## src/rtl/operand_bypass_net.sv

```systemverilog
// operand_bypass_net: per-stage write scoreboard plus youngest-producer operand
// forwarding for NRD decode read ports, with a decode stall when the youngest
// producer of an operand has not yet produced its result.
// Optional build macro: BYPASS_PERF_EN adds saturating stall/forward counters.
module operand_bypass_net #(
  parameter int NSTAGE = 3,
  parameter int NRD    = 2,
  parameter int DW     = 32,
  parameter int AW     = 5,
  parameter int LW     = 2,
  parameter int SW     = 2
) (
  input  logic                clk,
  input  logic                rst_n,
  input  logic                issue_valid,
  input  logic                issue_we,
  input  logic [AW-1:0]       issue_waddr,
  input  logic [LW-1:0]       issue_lat,
  input  logic                flush,
  input  logic [NSTAGE*DW-1:0] stage_data,
  input  logic [NRD*AW-1:0]   rd_addr,
  input  logic [NRD*DW-1:0]   rd_gpr,
  output logic [NRD*DW-1:0]   rd_data,
  output logic [NRD*SW-1:0]   rd_sel,
  output logic                stall
`ifdef BYPASS_PERF_EN
  ,
  output logic [31:0]         perf_stall_cnt,
  output logic [31:0]         perf_fwd_cnt
`endif
);

  // One in-flight GPR write: valid, destination, first stage holding its result.
  typedef struct packed {
    logic          v;
    logic [AW-1:0] waddr;
    logic [LW-1:0] lat;
  } rec_t;

  rec_t sb [NSTAGE];

  logic          hit;
  int            hit_k;
  logic [AW-1:0] addr_p;
`ifdef BYPASS_PERF_EN
  logic          fwd_any;
`endif

  // Scoreboard shift: stage 0 takes the issuing write (or a bubble), older records move down.
  always_ff @(posedge clk) begin
    // NOTE: sequential state uses non-blocking assignments so every stage
    // samples its neighbour's pre-edge value and the shift order is irrelevant.
    if (!rst_n || flush) begin
      // NOTE: only the valid bits are cleared; waddr/lat of an invalid record
      // are never looked at, so they need no reset.
      for (int k = 0; k < NSTAGE; k++) sb[k].v <= 1'b0;
    end else begin
      sb[0].v     <= issue_valid & ~stall & issue_we;
      sb[0].waddr <= issue_waddr;
      sb[0].lat   <= issue_lat;
      for (int k = 1; k < NSTAGE; k++) sb[k] <= sb[k-1];
    end
  end

  // Per-port youngest-match search, operand mux and readiness/stall generation.
  always_comb begin
    // NOTE: every combinationally driven signal gets a default before any
    // conditional assignment so no path can leave it holding a value (latch).
    stall   = 1'b0;
    rd_data = rd_gpr;
    rd_sel  = '0;
    hit     = 1'b0;
    hit_k   = 0;
    addr_p  = '0;
`ifdef BYPASS_PERF_EN
    fwd_any = 1'b0;
`endif
    for (int p = 0; p < NRD; p++) begin
      addr_p = rd_addr[p*AW +: AW];
      hit    = 1'b0;
      hit_k  = 0;
      // Scan oldest to youngest so the lowest matching stage is the one kept.
      for (int k = NSTAGE - 1; k >= 0; k--) begin
        if (sb[k].v && sb[k].waddr == addr_p && addr_p != '0) begin
          hit   = 1'b1;
          hit_k = k;
        end
      end
      if (hit) begin
        rd_sel[p*SW +: SW] = SW'(hit_k + 1);
        if (int'(sb[hit_k].lat) > hit_k) begin
          // Producer has not reached the stage where its result exists yet.
          stall = 1'b1;
        end else begin
          rd_data[p*DW +: DW] = stage_data[hit_k*DW +: DW];
`ifdef BYPASS_PERF_EN
          fwd_any = 1'b1;
`endif
        end
      end
    end
  end

`ifdef BYPASS_PERF_EN
  // Saturating performance counters: stall cycles and cycles with a ready forward.
  always_ff @(posedge clk) begin
    if (!rst_n) begin
      perf_stall_cnt <= '0;
      perf_fwd_cnt   <= '0;
    end else begin
      if (stall && perf_stall_cnt != '1) perf_stall_cnt <= perf_stall_cnt + 32'd1;
      if (fwd_any && perf_fwd_cnt != '1) perf_fwd_cnt <= perf_fwd_cnt + 32'd1;
    end
  end
`endif

endmodule

```

## config.mk

```make
export PLATFORM = sky130hd
export DESIGN_NAME = operand_bypass_net
export DESIGN_NICKNAME = d
export VERILOG_FILES = /design/src/rtl/operand_bypass_net.sv
export SDC_FILE = /design/constraint.sdc
export NUM_CORES = 1
export LEC_CHECK = 0
export BUFFER_PORTS_ARGS = -buffer_cell sky130_fd_sc_hd__buf_2
export CAP_MARGIN = 25
export CORE_MARGIN = 2
export CORE_UTILIZATION = 43
export CTS_CLUSTER_SIZE = 28
export DETAILED_ROUTE_END_ITERATION = 12
export GPL_TIMING_DRIVEN = 0
export HOLD_SLACK_MARGIN = 0.12
export PLACE_DENSITY = 0.82
export SYNTH_ARGS = -nofsm -noshare
export SYNTH_HDL_FRONTEND = slang
export SYNTH_SLANG_ARGS = --single-unit
```

## constraint.sdc

```tcl
create_clock -name clk -period 6.6 [get_ports clk]
set_input_delay 1.32 -clock clk [delete_from_list [all_inputs] [get_ports clk]]
set_output_delay 1.32 -clock clk [all_outputs]
set_load 0.03 [all_outputs]
```

=== Word level (Yosys, flattened, before mapping) ===
Memories as Yosys holds them, arrays and structs flattened.
Index checks and enable logic that the tools add are counted.

* Register bits after elaboration: 0
* Memory bits (writable): 24
* Input port bits: 182
* Logic and storage cells: 63
* Memories: 1

{| class="wikitable"
|+ Memories
! name !! depth !! width !! read ports !! clocked after Yosys merged registers in !! write ports !! line !! source
|-
| sb || 3 || 8 || 5 || 0 || 3 || 40 || <nowiki>rec_t sb [NSTAGE];</nowiki>
|}

* $add $sub $neg: 2
* Order comparisons: 2
* Equality and inequality tests: 6
* Shift-type cells: 2
* Multiplexer cells: 28
* Bitwise gates (word level): 6
* Reduce and logical (&&, ||, !) cells: 16

{| class="wikitable"
|+ Operators by type and width
! operator !! number
|-
| $mux 32 || 8
|-
| $shiftx 96x32->32 || 2
|-
| $gt 3x32->1 || 2
|-
| $eq 5x5->1 || 6
|-
| $mux 1 || 16
|-
| $logic_and 1x1->1 || 12
|-
| $reduce_bool 5->1 || 2
|-
| $mux 2 || 4
|-
| $add 2x2->2 const B || 2
|-
| $or 1x1->1 || 3
|-
| $and 1x1->1 || 2
|-
| $logic_not 1->1 || 1
|-
| $logic_or 1x1->1 || 1
|-
| $not 1->1 || 1
|}

=== Longest topological paths before layout ===
An unclocked memory read counts as a cell.

* Depth in word-level cells: 17
* Mapped depth: 17
* Depth with buffers taken out: 12

=== Worst setup path after synthesis ===
No wires, ideal clock.

* Kind: in2out
* Start point: in rd_addr[3]
* End point: out rd_data[10]
* Data arrival time: 4.646 ns
* Required time: 5.280 ns
* Path slack: 0.634 ns
* Stages: 16
* Cell sequence: clkbuf_1 > xnor2_1 > nand4_1 > nor4_1 > and2_1 > buf_2 > buf_2 > a22oi_1 > a2bb2oi_1 > ha_1 > nor2_1 > or2_2 > a222oi_1 > buf_4 > buf_12 > mux2i_1

* Word-level cells in the longest chain between the ends: 10
* Elaborated cells on any way between the ends: 21
* Those cells by class: order compare: 1; eq/ne: 3; shift: 1; mux: 8; reduce/logical: 7; memory: 1

{| class="wikitable"
|+ RTL lines
! what !! line !! source
|-
| from (decl) || 21 || <nowiki>input logic [NRD*AW-1:0] rd_addr,</nowiki>
|-
| $eq 5x5->1 || 84 || <nowiki>if (sb[k].v && sb[k].waddr == addr_p && addr_p != '0) begin</nowiki>
|-
| $logic_and 1x1->1 (2 in series) || 84 ||
|-
| $mux 2 || 84 ||
|-
| $mux 32 (2 in series) || 84 ||
|-
| $mem_v2 3x8 || - ||
|-
| $gt 3x32->1 || 91 || <nowiki>if (int'(sb[hit_k].lat) > hit_k) begin</nowiki>
|-
| $mux 32 || 91 ||
|-
| $mux 32 * || 89 || <nowiki>if (hit) begin</nowiki>
|-
| to (decl) || 23 || <nowiki>output logic [NRD*DW-1:0] rd_data,</nowiki>
|}

Every way passes the cells marked *; elsewhere a longest branch is shown, timed or not.

=== Worst setup path in the final report ===
* Start point: in rd_addr[3]
* End point: out rd_data[23]

The elaborated chain is that of the path after synthesis.

==> impl_metrics.json <==
{
  "vias": 4646,
  "core_um2": 8300,
  "cts_root_buf": "clkbuf_8",
  "cts_buffer_depth": 2,
  "cts_tree": "done",
  "p_leak_nw": 2.76,
  "min_period_ns": 6.39,
  "synthArstFlopShare": 0,
  "pwr_density_cell_nw_per_um2": 93.8,
  "skew_ns": 0.00345,
  "die_height_um": 96.8,
  "fillCellCount": 760,
  "gr-total-overflow": 0,
  "grt_start_max_net_pins": 23,
  "rr_startpoint": "sb[2][5]",
  "drtPass1Iterations": 9,
  "cts_made_buffers": 3,
  "area_growth_pct": 39.3,
  "drv_cap": 0,
  "wirelength_um": 14500,
  "synth_fp_nets": 615,
  "vias_per_cell": 5.89,
  "synth.distinct_cells": 45,
  "crit_required_ns": 5.28,
  "cp-startpoint": "rd_addr[3]",
  "critPathMaxFanout": 10,
  "yosys_warnings": 0,
  "largest_reg_flops": 24,
  "netlist.area_leader.share": 0.176,
  "die_w_um": 96.8,
  "cts_resized": 0,
  "fmax_mhz": 156,
  "syn_area_um2": 3700,
  "grt_pass1_vias": 4531,
  "drt_iter0_drc": 489,
  "dieArea_um2": 9370,
  "clk_pin_slew_ns": 0.08,
  "end_kind": "output pin",
  "crit_arrival_ns": 5.07,
  "ios": 251,
  "path_class": "primary input to output pin",
  "hold_buffers": 0,
  "min_path_type": "register to register",
  "largest_register": "sb",
  "drv_slew": 0,
  "clkSinkCount": 24,
  "drc": 0,
  "clk_latency_ns": 0.26,
  "dp_hpwl_um": 11500,
  "antenna_found_initial": 0,
  "htreeDepth": 1,
  "ys_ff_latch": 24,
  "tns_ns": 0,
  "cts_setup_buffers": 0,
  "gp_congestion": 0.930,
  "holdCritStartpoint": "sb[0][7]",
  "reg.largest.list": "sb: 24 flops",
  "post-place-ws_ns": 0.123,
  "synthTopCellsByArea": "a222oi_1 (18%), mux2i_1 (17%), edfxtp_1 (17%)",
  "nets": 869,
  "run_status": "complete, no violations",
  "period_share": 0.969,
  "synth_edf_count": 21,
  "tightest_slew_ns": 0.804,
  "port_buffers": 248,
  "fin_ws_ns": 0.207,
  "antenna_cells": 0,
  "fp-row-count": 33,
  "drive_above_1_share": 0.421,
  "grt_pass1_wl_um": 22900,
  "ys.flop_type": "edfxtp_1",
  "startpoint_type": "primary input",
  "vdd_ir_drop_max_v": 0.000157,
  "rsz0062_at_grt": "no",
  "setup_viol": 0,
  "hold_violations": 0,
  "yosysTopAreaCell": "a222oi_1",
  "synth_cells": 431,
  "routedWlPerCell_um": 18.4,
  "yosysSeqAreaShare": 0.187,
  "layout_commonest_cell": "buf_2",
  "track_usage": 0.291,
  "mostFrequentLayoutCells": "buf_2 (260), inv_1 (67), a222oi_1 (65)",
  "relSlewSlack": 0.460,
  "initial_core_util": 0.446,
  "detail-route-antenna-nets": 0,
  "syn-mean-instance-area_um2": 8.59
}
cell families (layout without fill, tap and decap cells):
group                      after synthesis  after routing  synth area share
xor gates and xnor gates                30             30            0.0710
and+or+nand+nor                        120            120             0.209
AOI/OAI and AO/OA                       85             85             0.222
buffers and inverters                  106            359             0.132
DFF                                     24             24             0.187
adders and majority gates                2              2           0.00676
muxes                                   64             64             0.173
per-layer routing:
layer	up-vias	wire length [µm]	GRT usage
li1	2111	-	-
met1	2209	5650	0.372
met2	288	7440	0.521
met3	38	1030	0.0238
met4	0	365	0.0823
met5	-	0	0
through the flow:
step / instance area [µm²] / power, mW / util / std cells / hold WS (ns)
3_5_place_dp: 5100 / 0.399 / 0.615 / 785 / 0.508
3_3_place_gp: 5070 / 0.390 / 0.611 / 784 / 0.506
6_report: 5160 / 0.484 / 0.621 / 789 / 0.528
2_1_floorplan: 3700 / 0.301 / - / 431 / 0.452
5_1_grt: 5160 / 0.512 / 0.621 / 789 / 0.534
4_1_cts: 5150 / 0.485 / 0.620 / 789 / 0.518
synth_stat cells (2+ instances only):
| cell | count |
|---|---|
| nand4_1 | 6 |
| a21oi_1 | 2 |
| o21ai_0 | 2 |
| or4_4 | 2 |
| mux2i_1 | 64 |
| edfxtp_1 | 21 |
| nand2_1 | 3 |
| nor2b_1 | 34 |
| nor2_2 | 4 |
| o211ai_2 | 2 |
| buf_2 | 12 |
| or2_1 | 2 |
| clkbuf_1 | 19 |
| nor2_1 | 3 |
| xnor2_1 | 24 |
| a22oi_1 | 2 |
| nor4_1 | 2 |
| ha_1 | 2 |
| buf_6 | 3 |
| and2_1 | 56 |
| buf_12 | 3 |
| xor2_1 | 6 |
| o21ai_1 | 2 |
| inv_1 | 67 |
| a222oi_1 | 65 |
| a22o_1 | 2 |
| dfxtp_1 | 3 |
path summary, 6_finish.rpt:
check                                   end  slack [ns]  depth (start not counted)
worst min register to register     sb[1][7]        0.53                          1
worst max-delay path            rd_data[23]        0.21                         16
worst min-delay path               sb[1][7]        0.53                          1
worst max register to register     sb[0][7]        3.20                         13
area by class of cell:
| cell class | count | area, µm² | share of cell area |
|---|---|---|---|
| Multi-Input combinational cell | 301 | 2530 | 0.491 |
| Timing Repair Buffer | 249 | 1270 | 0.246 |
| Sequential cell | 24 | 691 | 0.134 |
| Inverter | 67 | 251 | 0.0488 |
| Buffer | 39 | 236 | 0.0459 |
| Tap cell | 105 | 131 | 0.0255 |
| Clock buffer | 3 | 41.3 | 0.00801 |
| Clock inverter | 1 | 3.75 | 0.000728 |
critical path: stages:
cell and delay (ns):
clkbuf_1 0.29, xnor2_1 0.16, nand4_1 0.15, nor4_2 0.29
buf_2 0.31, o21bai_2 0.25, buf_2 0.32, a2bb2oi_1 0.10
ha_1 0.30, nor2_1 0.06, or2_2 0.29, a222oi_1 0.28
buf_4 0.25, buf_12 0.16, mux2i_1 0.29, buf_2 0.25
report_power, final:
group | internal (mW) | leakage (nW) | switching [mW]
Clock | 0.0415 | 0.0231 | 0.0440
Sequential | 0.172 | 0.221 | 0.00584
Combinational | 0.101 | 2.51 | 0.119
No activity file was read; power rests on OpenSTA's default activity.
